<file path="config.mk">
export PLATFORM = sky130hd
export DESIGN_NAME = alu_md_controller
export DESIGN_NICKNAME = d
export VERILOG_FILES = /design/src/rtl/alu_ctrl_pkg.sv /design/src/rtl/md_iter_core.sv /design/src/rtl/alu_md_controller.sv
export SDC_FILE = /design/constraint.sdc
export NUM_CORES = 1
export LEC_CHECK = 0
export ABC_AREA = 1
export ABC_CLOCK_PERIOD_IN_PS = 5000
export CAP_MARGIN = 20
export CELL_PAD_IN_SITES_DETAIL_PLACEMENT = 1
export CELL_PAD_IN_SITES_GLOBAL_PLACEMENT = 2
export CORE_MARGIN = 4
export CORE_UTILIZATION = 34
export CTS_CLUSTER_SIZE = 16
export DETAILED_ROUTE_END_ITERATION = 10
export DONT_BUFFER_PORTS = 1
export GPL_TIMING_DRIVEN = 1
export PLACE_DENSITY_LB_ADDON = 0.1
export SLEW_MARGIN = 15
export SYNTH_ARGS = -nofsm -noshare
export SYNTH_HDL_FRONTEND = slang
export SYNTH_SLANG_ARGS = --single-unit
</file>
<file path="constraint.sdc">
create_clock -name clk -period 5 [get_ports clk]
set_input_delay 0.25 -clock clk [delete_from_list [all_inputs] [get_ports clk]]
set_output_delay 0.25 -clock clk [all_outputs]
set_load 0.03 [all_outputs]
</file>
<file path="src/rtl/alu_ctrl_pkg.sv">
// Shared definitions for the ALU control / M-extension controller.
// Holds the ALUOp encodings, the ALU Operation code enum, the M-extension
// Funct3 codes, the Funct7 patterns and the iterative-unit FSM state enum.
package alu_ctrl_pkg;

  // ALUOp encodings from the main decoder
  localparam logic [1:0] AluOpMem    = 2'b00;  // LW/SW/AUIPC
  localparam logic [1:0] AluOpBranch = 2'b01;
  localparam logic [1:0] AluOpArith  = 2'b10;  // R/I-type
  localparam logic [1:0] AluOpJump   = 2'b11;  // JAL/LUI

  typedef enum logic [3:0] {
    OpAnd = 4'b0000,
    OpOr  = 4'b0001,
    OpAdd = 4'b0010,
    OpSub = 4'b0011,
    OpXor = 4'b0100,
    OpSrl = 4'b0101,
    OpSll = 4'b0110,
    OpSra = 4'b0111,
    OpEq  = 4'b1000,
    OpSlt = 4'b1100
  } alu_op_e;

  // M-extension Funct3 codes
  localparam logic [2:0] F3Mul    = 3'b000;
  localparam logic [2:0] F3Mulh   = 3'b001;
  localparam logic [2:0] F3Mulhsu = 3'b010;
  localparam logic [2:0] F3Mulhu  = 3'b011;
  localparam logic [2:0] F3Div    = 3'b100;
  localparam logic [2:0] F3Divu   = 3'b101;
  localparam logic [2:0] F3Rem    = 3'b110;
  localparam logic [2:0] F3Remu   = 3'b111;

  // Funct7 patterns
  localparam logic [6:0] F7Alt    = 7'b0100000;  // SUB / SRA
  localparam logic [6:0] F7MulDiv = 7'b0000001;  // M-extension

  typedef enum logic [1:0] {
    StIdle,
    StCalc,
    StDone
  } md_state_e;

endpackage

</file>
<file path="src/rtl/md_iter_core.sv">
// Iterative unsigned multiply / divide datapath, one bit per step.
//   clk, reset     : clock, synchronous active-high reset
//   load           : capture opa (multiplier / dividend) and opb
//   step           : advance one iteration
//   is_div         : 1 = restoring divide, 0 = shift-add multiply
//   opa, opb       : unsigned operand magnitudes
//   next_hi/lo     : register contents after the current step
//                    multiply: {next_hi,next_lo} = partial product
//                    divide  : next_hi = remainder, next_lo = quotient
// After WIDTH steps the next_* values hold the final result.
module md_iter_core #(
  parameter int unsigned WIDTH = 32
) (
  input  logic             clk,
  input  logic             reset,
  input  logic             load,
  input  logic             step,
  input  logic             is_div,
  input  logic [WIDTH-1:0] opa,
  input  logic [WIDTH-1:0] opb,
  output logic [WIDTH-1:0] next_hi,
  output logic [WIDTH-1:0] next_lo
);

  logic [WIDTH-1:0] hi_q, lo_q, opb_q;
  logic [WIDTH:0]   sum, shifted, diff;

  always_comb begin
    // Multiply: add multiplicand when the multiplier LSB is set, then shift right.
    sum     = {1'b0, hi_q} + {1'b0, (lo_q[0] ? opb_q : {WIDTH{1'b0}})};
    // Divide: shift the next dividend bit into the partial remainder and trial-subtract.
    shifted = {hi_q, lo_q[WIDTH-1]};
    diff    = shifted - {1'b0, opb_q};
    if (is_div) begin
      if (!diff[WIDTH]) begin
        next_hi = diff[WIDTH-1:0];
        next_lo = {lo_q[WIDTH-2:0], 1'b1};
      end else begin
        next_hi = shifted[WIDTH-1:0];
        next_lo = {lo_q[WIDTH-2:0], 1'b0};
      end
    end else begin
      next_hi = sum[WIDTH:1];
      next_lo = {sum[0], lo_q[WIDTH-1:1]};
    end
  end

  always_ff @(posedge clk) begin
    if (reset) begin
      hi_q  <= '0;
      lo_q  <= '0;
      opb_q <= '0;
    end else if (load) begin
      hi_q  <= '0;
      lo_q  <= opa;
      opb_q <= opb;
    end else if (step) begin
      hi_q <= next_hi;
      lo_q <= next_lo;
    end
  end

endmodule

</file>
<file path="src/rtl/alu_md_controller.sv">
// ALU control decoder plus iterative M-extension multiply/divide controller.
//   clk, reset          : clock, synchronous active-high reset
//   valid_i             : instruction in decode/execute is valid
//   ALUOp, OpR          : main-decoder class, R-type flag
//   Funct7, Funct3      : instruction function fields
//   src_a, src_b        : M-extension operands (rs1, rs2)
//   Operation           : combinational ALU operation select
//   md_busy             : iterative operation in progress (CALC or DONE)
//   md_done             : one-cycle pulse, md_result valid
//   md_result           : M-extension result, held until the next completion
//   stall               : hold the pipeline front-end
// Every M operation takes exactly WIDTH iterations regardless of operands.
module alu_md_controller
  import alu_ctrl_pkg::*;
#(
  parameter int unsigned WIDTH = 32,
  parameter int unsigned OPW   = 4
) (
  input  logic             clk,
  input  logic             reset,
  input  logic             valid_i,
  input  logic [1:0]       ALUOp,
  input  logic             OpR,
  input  logic [6:0]       Funct7,
  input  logic [2:0]       Funct3,
  input  logic [WIDTH-1:0] src_a,
  input  logic [WIDTH-1:0] src_b,
  output logic [OPW-1:0]   Operation,
  output logic             md_busy,
  output logic             md_done,
  output logic [WIDTH-1:0] md_result,
  output logic             stall
);

  localparam int unsigned CW = $clog2(WIDTH);

  md_state_e        state_q;
  logic [CW-1:0]    cnt_q;
  logic [2:0]       f3_q;
  logic             a_neg_q, b_neg_q, div0_q;
  logic             md_busy_q, md_done_q;
  logic [WIDTH-1:0] md_result_q;

  logic             md_req;
  alu_op_e          op_sel;
  logic             a_signed, b_signed, a_neg, b_neg;
  logic [WIDTH-1:0] a_mag, b_mag;
  logic [WIDTH-1:0] core_hi, core_lo;
  logic [2*WIDTH-1:0] prod_mag, prod_s;
  logic [WIDTH-1:0] mul_res, quot, rem, fixed_res;

  assign md_req = valid_i && (ALUOp == AluOpArith) && OpR && (Funct7 == F7MulDiv);

  // ALU operation decode
  always_comb begin
    op_sel = OpAdd;
    case (ALUOp)
      AluOpMem, AluOpJump: op_sel = OpAdd;
      AluOpBranch:         op_sel = OpEq;
      default: begin
        if (md_req) begin
          op_sel = OpAdd;
        end else begin
          case (Funct3)
            3'b000:  op_sel = (OpR && Funct7 == F7Alt) ? OpSub : OpAdd;
            3'b001:  op_sel = OpSll;
            3'b010:  op_sel = OpSlt;
            3'b100:  op_sel = OpXor;
            3'b101:  op_sel = (Funct7 == F7Alt) ? OpSra : OpSrl;
            3'b110:  op_sel = OpOr;
            3'b111:  op_sel = OpAnd;
            default: op_sel = OpAdd;
          endcase
        end
      end
    endcase
  end

  assign Operation = OPW'(op_sel);

  // Operand sign handling: the core only ever sees magnitudes
  always_comb begin
    a_signed = (Funct3 == F3Mulh) || (Funct3 == F3Mulhsu) ||
               (Funct3 == F3Div)  || (Funct3 == F3Rem);
    b_signed = (Funct3 == F3Mulh) || (Funct3 == F3Div) || (Funct3 == F3Rem);
    a_neg    = a_signed && src_a[WIDTH-1];
    b_neg    = b_signed && src_b[WIDTH-1];
    a_mag    = a_neg ? -src_a : src_a;
    b_mag    = b_neg ? -src_b : src_b;
  end

  md_iter_core #(
    .WIDTH(WIDTH)
  ) u_core (
    .clk    (clk),
    .reset  (reset),
    .load   ((state_q == StIdle) && md_req),
    .step   (state_q == StCalc),
    .is_div (f3_q[2]),
    .opa    (a_mag),
    .opb    (b_mag),
    .next_hi(core_hi),
    .next_lo(core_lo)
  );

  // Result sign correction, applied to the core's post-final-step values.
  // Divide by zero: the core leaves the dividend in the remainder, only the
  // quotient needs forcing. Signed overflow falls out of the magnitude math.
  always_comb begin
    prod_mag  = {core_hi, core_lo};
    prod_s    = (a_neg_q ^ b_neg_q) ? -prod_mag : prod_mag;
    mul_res   = (f3_q == F3Mul) ? prod_s[WIDTH-1:0] : prod_s[2*WIDTH-1:WIDTH];
    quot      = div0_q ? {WIDTH{1'b1}} : ((a_neg_q ^ b_neg_q) ? -core_lo : core_lo);
    rem       = a_neg_q ? -core_hi : core_hi;
    fixed_res = f3_q[2] ? (f3_q[1] ? rem : quot) : mul_res;
  end

  always_ff @(posedge clk) begin
    if (reset) begin
      state_q     <= StIdle;
      cnt_q       <= '0;
      f3_q        <= F3Mul;
      a_neg_q     <= 1'b0;
      b_neg_q     <= 1'b0;
      div0_q      <= 1'b0;
      md_busy_q   <= 1'b0;
      md_done_q   <= 1'b0;
      md_result_q <= '0;
    end else begin
      md_done_q <= 1'b0;
      case (state_q)
        StIdle: begin
          if (md_req) begin
            state_q   <= StCalc;
            cnt_q     <= CW'(WIDTH - 1);
            f3_q      <= Funct3;
            a_neg_q   <= a_neg;
            b_neg_q   <= b_neg;
            div0_q    <= (src_b == '0);
            md_busy_q <= 1'b1;
          end
        end
        StCalc: begin
          if (cnt_q == '0) begin
            state_q     <= StDone;
            md_done_q   <= 1'b1;
            md_result_q <= fixed_res;
          end else begin
            cnt_q <= cnt_q - CW'(1);
          end
        end
        StDone: begin
          state_q   <= StIdle;
          md_busy_q <= 1'b0;
        end
        default: begin
          state_q   <= StIdle;
          md_busy_q <= 1'b0;
        end
      endcase
    end
  end

  assign md_busy   = md_busy_q;
  assign md_done   = md_done_q;
  assign md_result = md_result_q;
  // DONE releases the stall so the waiting instruction can retire.
  assign stall     = ((state_q == StIdle) && md_req) || (state_q == StCalc);

endmodule

</file>
==> flow_summary.json <==
{
  "crit_chain": "buf_4, nand2_1, inv_1, ha_1, a21oi_1, o21ai_0, inv_1, nand2_1, nand2_1, nand3_1, o21ai_0, nor2_1, a21oi_2, nand2_1, nor2_1, nand2_1, nor2_2, nand3_1, nand3_1, nand3_1, nand2_1, nand3_1, a21oi_1",
  "cpMaxStageDelayCell": "dfxtp_1",
  "rsz0062_at_grt": "false",
  "clk_pin_slew_ns": 0.07,
  "p_sw_mw": 0.7486,
  "drt_iter0_drc": 1465,
  "gp_congestion": 1.007,
  "htree_levels": 4,
  "wl_um": 83340,
  "cpLargestDelayFamily": "simple AND/OR/NAND/NOR gates",
  "cap_viol_max_count": 0,
  "dpl.hpwl_um": 66940,
  "startpoint_type": "flop",
  "cts_root_buf": "clkbuf_16",
  "via_per_inst": 5.400,
  "dieArea_um2": 52810,
  "postPlaceCellArea_um2": 17500,
  "cp.arrival_ns": 5.07,
  "final_cells": 3709,
  "insertion_delay_ns": 0.49,
  "final_area_um2": 18620,
  "ctsLongestPathBuffers": 2,
  "antenna_found_initial": 0,
  "num_antenna_cells": 0,
  "io_pins": 119,
  "syn_to_final_growth_pct": 11.30,
  "comb_power_share_pct": 7.7,
  "via_count": 20028,
  "yosysWarnings": 0,
  "synth.distinct_cells": 58,
  "cp_num_buf_inv": 3,
  "p_per_area_nw_per_um2": 152.8,
  "synthesis.area_um2": 16730,
  "grt_use_total_pct": 31.03,
  "swShare_pct": 26.32,
  "cts_num_sinks": 143,
  "clock_skew_ns": 0.009771,
  "cts_buffers": 17,
  "synthFlopType": "dfxtp_1",
  "synth_edf_count": 0,
  "grt_pass1_wl_um": 124700,
  "ant_nets": 0,
  "grt-ovfl-total": 0,
  "ys_seq_area_share_pct": 17.12,
  "critPathMaxStageDelay_ns": 0.85,
  "rows": 81,
  "setup_viol": 0,
  "hold_path_class": "input port to flop",
  "grt_max_degree": 83,
  "hold_violations": 0,
  "run_status": "finished clean",
  "synthCells": 3025,
  "vdd_drop_max_mv": 0.2732,
  "avgSynthCellArea_um2": 5.529,
  "cp_max_fo": 17,
  "fin_crit_sh_pct": 92.85,
  "drive_gt1_share_pct": 6.568,
  "synth_nets": 3180,
  "leakagePower_nw": 9.752,
  "start_util_pct": 34.31,
  "drv_slew": 0,
  "crit_top_cell": "nand2_1",
  "internal-power_mw": 2.095,
  "grt_pass1_vias": 20146,
  "hold_slack_ns": 0.02485,
  "p_seq_share_pct": 40.1,
  "fp.dieH_um": 229.8,
  "cp-end-kind": "flop",
  "relSlewSlack_pct": 41.71,
  "core_area_um2": 48750,
  "fin_nets": 3187,
  "synthArstFlopShare_pct": 0,
  "dpl.cell_count": 3635,
  "setup_tns_ns": 0,
  "worst_pin_slew_ns": 0.8735,
  "first_pass_iters": 5,
  "pwr-share-clk_pct": 52.2,
  "drc": 0,
  "wl_per_cell_um": 22.47,
  "worstSetupPathType": "flop to flop",
  "ys_ff_latch": 143,
  "fin_crit_ns": 4.643,
  "cts_tree": "built",
  "fmax_ghz": 0.2154,
  "portBuffers": 0,
  "required_ns": 5.43,
  "die_w_um": 229.8
}
-- cell usage after synthesis (5+ instances only) --
cell type    n  area share, %
o21ai_2      6           0.31
nor2_2      14           0.52
a31oi_1     19           0.71
o31ai_1      5           0.22
dfxtp_1    143             17
nand3_2      9           0.54
nand4_1     25           0.94
and2_1       5           0.19
nor3_1      52            1.6
clkbuf_1    65            1.5
or2_2       12           0.45
inv_1      511             11
a21oi_4      6           0.58
a21oi_1    160            4.8
inv_2       13           0.29
o21ai_1     18           0.54
nand2_4      8           0.54
o22ai_1     38            1.4
a21o_1       8           0.36
xor2_1      48            2.5
o211ai_1    36            1.6
nor2_1     267            6.0
ha_1        73            5.5
nand3_1    255            7.6
nor4_1      11           0.41
buf_2       15           0.45
nand2_1    880             20
nand2_2     24           0.90
o21bai_1    11           0.49
o21a_1      15           0.67
buf_1       14           0.31
a32o_1      13           0.78
nand3b_1     5           0.22
a21oi_2      8           0.42
clkinv_1     5           0.11
o21ai_0    180            5.4
xnor2_1     13           0.68
-- power groups by stage --
stage | Sequential [mW] | Combinational [mW] | Clock [mW]
2_1_floorplan | 1.17 | 0.134 | 0
3_3_place_gp | 1.16 | 0.175 | 0
3_5_place_dp | 1.17 | 0.179 | 0
4_1_cts | 1.14 | 0.217 | 1.52
5_1_grt | 1.14 | 0.242 | 1.55
6_report | 1.14 | 0.219 | 1.49
-- cell usage in the layout, fill, tap and decap left out, types with 36 or more instances in the layout --
master | netlist | routed
a21oi_1 | 160 | 160
buf_4 | 1 | 46
dfxtp_1 | 143 | 142
dlygate4sd3_1 | 0 | 39
ha_1 | 73 | 73
inv_1 | 511 | 510
nand2_1 | 880 | 879
nand3_1 | 255 | 255
nor2_1 | 267 | 264
nor3_1 | 52 | 51
o211ai_1 | 36 | 36
o21ai_0 | 180 | 180
o22ai_1 | 38 | 38
xor2_1 | 48 | 45
-- state kept, by name, indices dropped and copies added, names as in the netlist --
name / flops
md_result: 32
u_core.hi_q: 32
u_core.lo_q: 32
u_core.opb_q: 32
cnt_q: 5
f3_q: 3
state_q: 2
a_neg_q: 1
b_neg_q: 1
div0_q: 1
md_busy: 1
md_done: 1
-- kinds of logic after synthesis --
logic type	after synthesis	synth area share, %
simple gates	1577	40.20
buf+inv	628	14.45
compound gates	541	19.34
flops	143	17.12
fa+ha+maj	75	5.700
xor+xnor	61	3.194
-- worst paths after layout --
kind                         from                to  slack [ns]  depth (start not counted)
hold / removal          src_b[27]  u_core.opb_q[27]        0.02                          2
setup reg to reg   u_core.lo_q[0]     md_result[31]        0.36                         23
setup / recovery   u_core.lo_q[0]     md_result[31]        0.36                         23
hold reg to reg   u_core.lo_q[12]   u_core.lo_q[12]        0.50                          2
-- routing by layer --
metal	part of all wire (%)	wire length, µm	global-route usage, %	vias to the layer above
met5	0	0	0	-
met1	49	40430	44.64	9725
li1	-	-	-	9711
met4	2.8	2298	8.752	0
met2	43	35530	47.43	506
met3	6.1	5079	5.736	86
-- final cells by class --
cell class / instances / area [µm²]
flip-flops and latches: 143 / 2867
inverters: 529 / 1986
fillers: 6722 / 30130
clock inverters: 14 / 216.5
multi-input cells: 2254 / 11510
well taps: 664 / 830.8
repair buffers: 87 / 775.7
clock buffers: 18 / 429.2
-- what timing repair did --
item                                    CTS  global route
hold buffers                             40             0
gates resized for setup                   0             8
buffers inserted                          0             2
endpoints found under the setup margin    0            12
endpoints found under the hold margin    72             0
-- through the flow --
| step | setup WS (ns) | utilization [%] | total power, mW |
|---|---|---|---|
| global placement | 0.4039 | 35.89 | 1.340 |
| finish | 0.3574 | 38.19 | 2.844 |
| detailed placement | 0.3056 | 35.89 | 1.344 |
| floorplan | 1.108 | - | 1.299 |
| global route | 0.007379 | 38.19 | 2.936 |
| CTS | 0.2913 | 38.06 | 2.878 |
No activity file was read; power rests on OpenSTA's default activity.
